--- src/rtl/varint_zigzag_encoder.sv ---
`default_nettype none
//------------------------------------------------------------------------------
// Module   : varint_zigzag_encoder
// Purpose  : Registered protobuf varint encoder with optional ZigZag
//            pre-encoding for sint32/sint64 fields. It accepts one 64-bit
//            field value per cycle and produces the varint byte image one
//            cycle later. Byte 0 is the least significant byte and is
//            emitted first.
// Ports    : clk         - clock; all state updates on the rising edge
//            reset       - synchronous, active-low reset
//            in_valid    - qualifies in_val, zz_en and is_32
//            in_val      - raw 64-bit field value
//            zz_en       - apply ZigZag encoding (sint32/sint64)
//            is_32       - treat the value as a 32-bit field
//            out_valid   - high one cycle after an accepted input
//            out_port    - varint image; byte k is out_port[8k+7:8k]
//            out_len     - number of meaningful bytes, 1..10
//            out_byte_en - per-byte enables, bit k = (k < out_len)
//                          (present only with VARINT_BYTE_MASK_EN)
// Options  : VARINT_BYTE_MASK_EN - adds the out_byte_en output
// Revision : 1.0 - initial release
//------------------------------------------------------------------------------
module varint_zigzag_encoder (
    input  logic        clk,
    input  logic        reset,
    input  logic        in_valid,
    input  logic [63:0] in_val,
    input  logic        zz_en,
    input  logic        is_32,
`ifdef VARINT_BYTE_MASK_EN
    output logic [9:0]  out_byte_en,
`endif
    output logic        out_valid,
    output logic [79:0] out_port,
    output logic [3:0]  out_len
);

    localparam int unsigned C_MAX_BYTES = 10;

    logic [63:0] w_n;
    logic [69:0] w_pad;
    logic [3:0]  w_len;
    logic [79:0] w_bytes;
    logic [9:0]  w_byte_en;

    logic        r_valid;
    logic [79:0] r_port;
    logic [3:0]  r_len;
    logic [9:0]  r_byte_en;

    // Normalisation. For 32-bit fields the upper word is discarded so that
    // sign-extended negative int32 values encode in 5 bytes, not 10.
    always_comb begin
        w_n = in_val;
        if (zz_en && is_32) begin
            w_n = {32'h0, (in_val[31:0] << 1) ^ {32{in_val[31]}}};
        end else if (zz_en) begin
            w_n = (in_val << 1) ^ {64{in_val[63]}};
        end else if (is_32) begin
            w_n = {32'h0, in_val[31:0]};
        end
    end

    // Pad to 70 bits so group 9 (bit 63 only) can be sliced like the others.
    assign w_pad = {6'b0, w_n};

    // Length is one past the highest nonzero 7-bit group; a zero value still
    // occupies one byte.
    always_comb begin
        w_len = 4'd1;
        for (int k = 1; k < C_MAX_BYTES; k++) begin
            if (w_pad[7*k +: 7] != 7'd0) begin
                w_len = 4'(k + 1);
            end
        end
    end

    // Bit 7 of each byte is the continuation flag: set on every byte except
    // the last meaningful one. Bytes beyond the length are forced to zero.
    always_comb begin
        w_bytes   = '0;
        w_byte_en = '0;
        for (int k = 0; k < C_MAX_BYTES; k++) begin
            if (4'(k) < w_len) begin
                w_bytes[8*k +: 8] = {(4'(k) < (w_len - 4'd1)), w_pad[7*k +: 7]};
                w_byte_en[k]      = 1'b1;
            end
        end
    end

    // Data registers only load on an accepted input so the last result stays
    // visible while the input stream idles.
    always_ff @(posedge clk) begin
        if (!reset) begin
            r_valid   <= 1'b0;
            r_port    <= '0;
            r_len     <= '0;
            r_byte_en <= '0;
        end else begin
            r_valid <= in_valid;
            if (in_valid) begin
                r_port    <= w_bytes;
                r_len     <= w_len;
                r_byte_en <= w_byte_en;
            end
        end
    end

    assign out_valid = r_valid;
    assign out_port  = r_port;
    assign out_len   = r_len;

`ifdef VARINT_BYTE_MASK_EN
    assign out_byte_en = r_byte_en;
`else
    // Without the byte-enable output the register is unobserved and is
    // removed by synthesis; this keeps the lint view free of unused bits.
    logic w_unused_byte_en;
    assign w_unused_byte_en = ^r_byte_en;
`endif

endmodule
`default_nettype wire

--- config.mk ---
export PLATFORM = sky130hd
export DESIGN_NAME = varint_zigzag_encoder
export DESIGN_NICKNAME = d
export VERILOG_FILES = /design/src/rtl/varint_zigzag_encoder.sv
export SDC_FILE = /design/constraint.sdc
export NUM_CORES = 1
export LEC_CHECK = 0
export CORE_ASPECT_RATIO = 0.6
export CORE_UTILIZATION = 50
export CTS_BUF_LIST = sky130_fd_sc_hd__clkbuf_8
export DETAILED_ROUTE_END_ITERATION = 8
export PLACE_DENSITY = 0.88
export SLEW_MARGIN = 30
export SYNTH_ARGS = -nofsm -noshare
export SYNTH_HDL_FRONTEND = slang
export SYNTH_SLANG_ARGS = --single-unit
export TNS_END_PERCENT = 10
--- constraint.sdc ---
create_clock -name clk -period 10.9 [get_ports clk]
set_input_delay 1.635 -clock clk [delete_from_list [all_inputs] [get_ports clk]]
set_output_delay 1.635 -clock clk [all_outputs]
set_load 0.1 [all_outputs]
==> impl_metrics.json <==
{
  "status": "complete, no violations",
  "final_antenna_net_count": 0,
  "antenna_found_initial": 0,
  "critPathSlowestCell": "o31ai_1",
  "yosys_warnings": 0,
  "p_seq_frac": 0.350,
  "ys_seq_elements": 79,
  "top_layer": "met4",
  "track_usage": 0.294,
  "wl_per_cell_um": 18.0,
  "grt_pass1_vias": 4761,
  "drt_iter0_drc": 407,
  "place_congestion": 0.892,
  "ff_latch_area_um2": 1580,
  "peakVddDrop_mv": 0.106,
  "critical_path_cell_count": 14,
  "reg2reg_from": "out_port[7]",
  "vias_per_cell": 5.88,
  "path_cells": "clkdlybuf4s50_1 > buf_4 > mux2i_4 > buf_4 > xnor2_1 > a221oi_1 > a31oi_1 > o31ai_1 > inv_1 > or4_1 > ha_1 > inv_1 > or3_1 > a41o_1",
  "power_frac_clock": 0.246,
  "grt_max_degree": 68,
  "yosysTopAreaCell": "dfxtp_1",
  "required_ns": 11.16,
  "met3_length_um": 1260,
  "reg2reg_depth": 3,
  "insertion_delay_ns": 0.36,
  "hp-class": "reg -> reg",
  "clkSlewWorstSetupHoldPaths_ns": 0.09,
  "grt_pass1_wl_um": 24500,
  "cpPeakStageDelay_ns": 0.62,
  "nets": 802,
  "slew_headroom": 0.273,
  "post_cts_buffers": 0,
  "crit_path_end_kind": "flip-flop",
  "synthArstFlopShare": 0,
  "die_width_um": 132,
  "period_share": 0.564,
  "fillCellCount": 732,
  "diodes": 0,
  "hold_path_depth": 2,
  "synth.avg_cell_area_um2": 8.17,
  "arrival_ns": 6.41,
  "power.share.switching": 0.416,
  "synth-seq-area-share": 0.314,
  "crit_start": "is_32",
  "utilization": 0.706,
  "fp.dieArea_um2": 10500,
  "p_int_w": 0.000532,
  "combPwrFrac": 0.404,
  "core_area_um2": 9460,
  "synth_edf_count": 0,
  "stdcell_count": 863,
  "netlist_area_um2": 5030,
  "max_freq_ghz": 0.163,
  "path_class": "in -> reg",
  "wl_met2_um": 6690,
  "io_pins": 154,
  "min-delay-start": "out_port[38]",
  "h-tree-depth": 3,
  "hold_viol": 0,
  "cts_buffer_depth": 2,
  "setup_tns_ns": 0,
  "maxSlewViolCount": 0,
  "p_switching_w": 0.000379,
  "drc": 0,
  "met1_length_um": 7480,
  "rsz0062_at_grt": "no",
  "finalWorstPathRequiredPeriod_ns": 6.15,
  "synth.distinct_cells": 63,
  "grt.overflow.total": 0,
  "port-buffer-count": 147,
  "hpwlAfterDp_um": 11200,
  "final_cell_mix": "clkdlybuf4s50_1, nor2_1, dfxtp_1",
  "crit_buf_inv": 5,
  "critPathLaunchType": "primary input",
  "clock_sinks": 79,
  "synth.area.top_cells": "dfxtp_1, xnor2_1, mux2i_1",
  "wirelength_um": 15500,
  "maxCapViolations": 0,
  "dr.pass1.iters": 5,
  "skew_ns": 0,
  "placedCellCount": 847,
  "tightestPinTransition_ns": 1.06,
  "synthCells": 616,
  "start_util": 0.532,
  "vias": 5073,
  "final_common_cell": "clkdlybuf4s50_1",
  "cts_buffers": 9,
  "multi_input_area_um2": 3190,
  "power_leakage_nw": 2.46,
  "crit_family": "buffers and inverters",
  "tritoncts": "built",
  "std_cell_rows": 27,
  "die_h_um": 79.7,
  "cts-root-buf": "clkbuf_8",
  "finalSetupViolCount": 0,
  "cts_hold_buf": 0,
  "worstPathMaxFanout": 39,
  "cts_resized": 0,
  "drive_above_1_share": 0.0559,
  "syn_to_final_growth_pct": 32.6,
  "power_density_nw_per_um2": 136,
  "synth_flop_cell": "dfxtp_1",
  "synth_top_area_frac": 0.314
}
==> cell families after synthesis <==
kind of cell | count (synthesis) | synth area share
AOI/OAI and AO/OA | 142 | 0.207
and+or+nand+nor | 216 | 0.210
muxes | 43 | 0.0865
DFF | 79 | 0.314
xor gates and xnor gates | 64 | 0.111
other | 1 | 0.000745
buffers and inverters | 66 | 0.0581
adders and majority gates | 5 | 0.0124
==> registers in the layout, indices dropped and copies added (netlist names) <==
| register | cells |
|---|---|
| out_len | 4 |
| out_port | 74 |
| out_valid | 1 |
==> final timing paths <==
| path | to | slack, ns |
|---|---|---|
| worst max-delay path | out_port[31] | 4.75 |
| worst min-delay path | out_port[38] | 0.47 |
| worst max register to register | out_port[7] | 10.00 |
| worst min register to register | out_port[38] | 0.47 |
==> through the flow <==
step / instance area (µm²) / power [W] / setup slack (ns) / hold slack (ns)
2_1_floorplan: 5050 / 0.000591 / 5.81 / 0.905
3_3_place_gp: 6470 / 0.000681 / 4.69 / 0.455
3_5_place_dp: 6480 / 0.000689 / 4.53 / 0.460
4_1_cts: 6680 / 0.000909 / 4.88 / 0.474
5_1_grt: 6680 / 0.000941 / 4.56 / 0.493
6_report: 6680 / 0.000911 / 4.75 / 0.473
==> metal layers <==
| layer | vias up | GRT usage |
|---|---|---|
| met5 | - | 0 |
| met4 | 0 | 0.0547 |
| met3 | 10 | 0.0667 |
| met2 | 231 | 0.451 |
| met1 | 2420 | 0.420 |
| li1 | 2412 | - |
==> worst min-delay path, stage by stage (launching register included) <==
cell     delay (ns)
dfxtp_1        0.32
nand2_1        0.06
a21oi_1        0.05
==> cells in the mapped netlist, types with 3 or more instances <==
library cell and count:
a31oi_1 5, nor4b_1 5, xnor2_1 62, a41o_1 4, nor3_1 19, and2_1 8, nor2_1 102, buf_1 9
mux2i_1 42, o21ai_0 13, and3_1 3, nand4_1 4, a22oi_1 8, nand2_1 23, buf_2 12, o31ai_4 3
or2_2 4, nand3_1 15, nor2b_1 7, dfxtp_1 79, nor4_1 5, a2111oi_0 4, or3_1 5, buf_4 6
or4_1 3, a2bb2oi_1 14, clkbuf_1 29, a211oi_1 25, a21oi_1 35, nand2b_1 4, a211o_1 4, o2bb2ai_1 7
inv_1 8, ha_1 5
==> power groups by stage <==
stage               Sequential [W]  Clock, W  Combinational, W
finish                    0.000319  0.000224          0.000368
global route              0.000321  0.000235          0.000386
CTS                       0.000319  0.000225          0.000366
detailed placement        0.000325         0          0.000364
global placement          0.000324         0          0.000357
floorplan                 0.000458         0          0.000133
==> area by class of cell <==
type,instances,area share
flip-flops and latches,79,0.237
clock buffers,10,0.0206
multi-input cells,476,0.478
inverters,9,0.00543
repair buffers,153,0.226
clock inverters,6,0.00918
well taps,130,0.0244
Power figures use the tool's default switching activity.
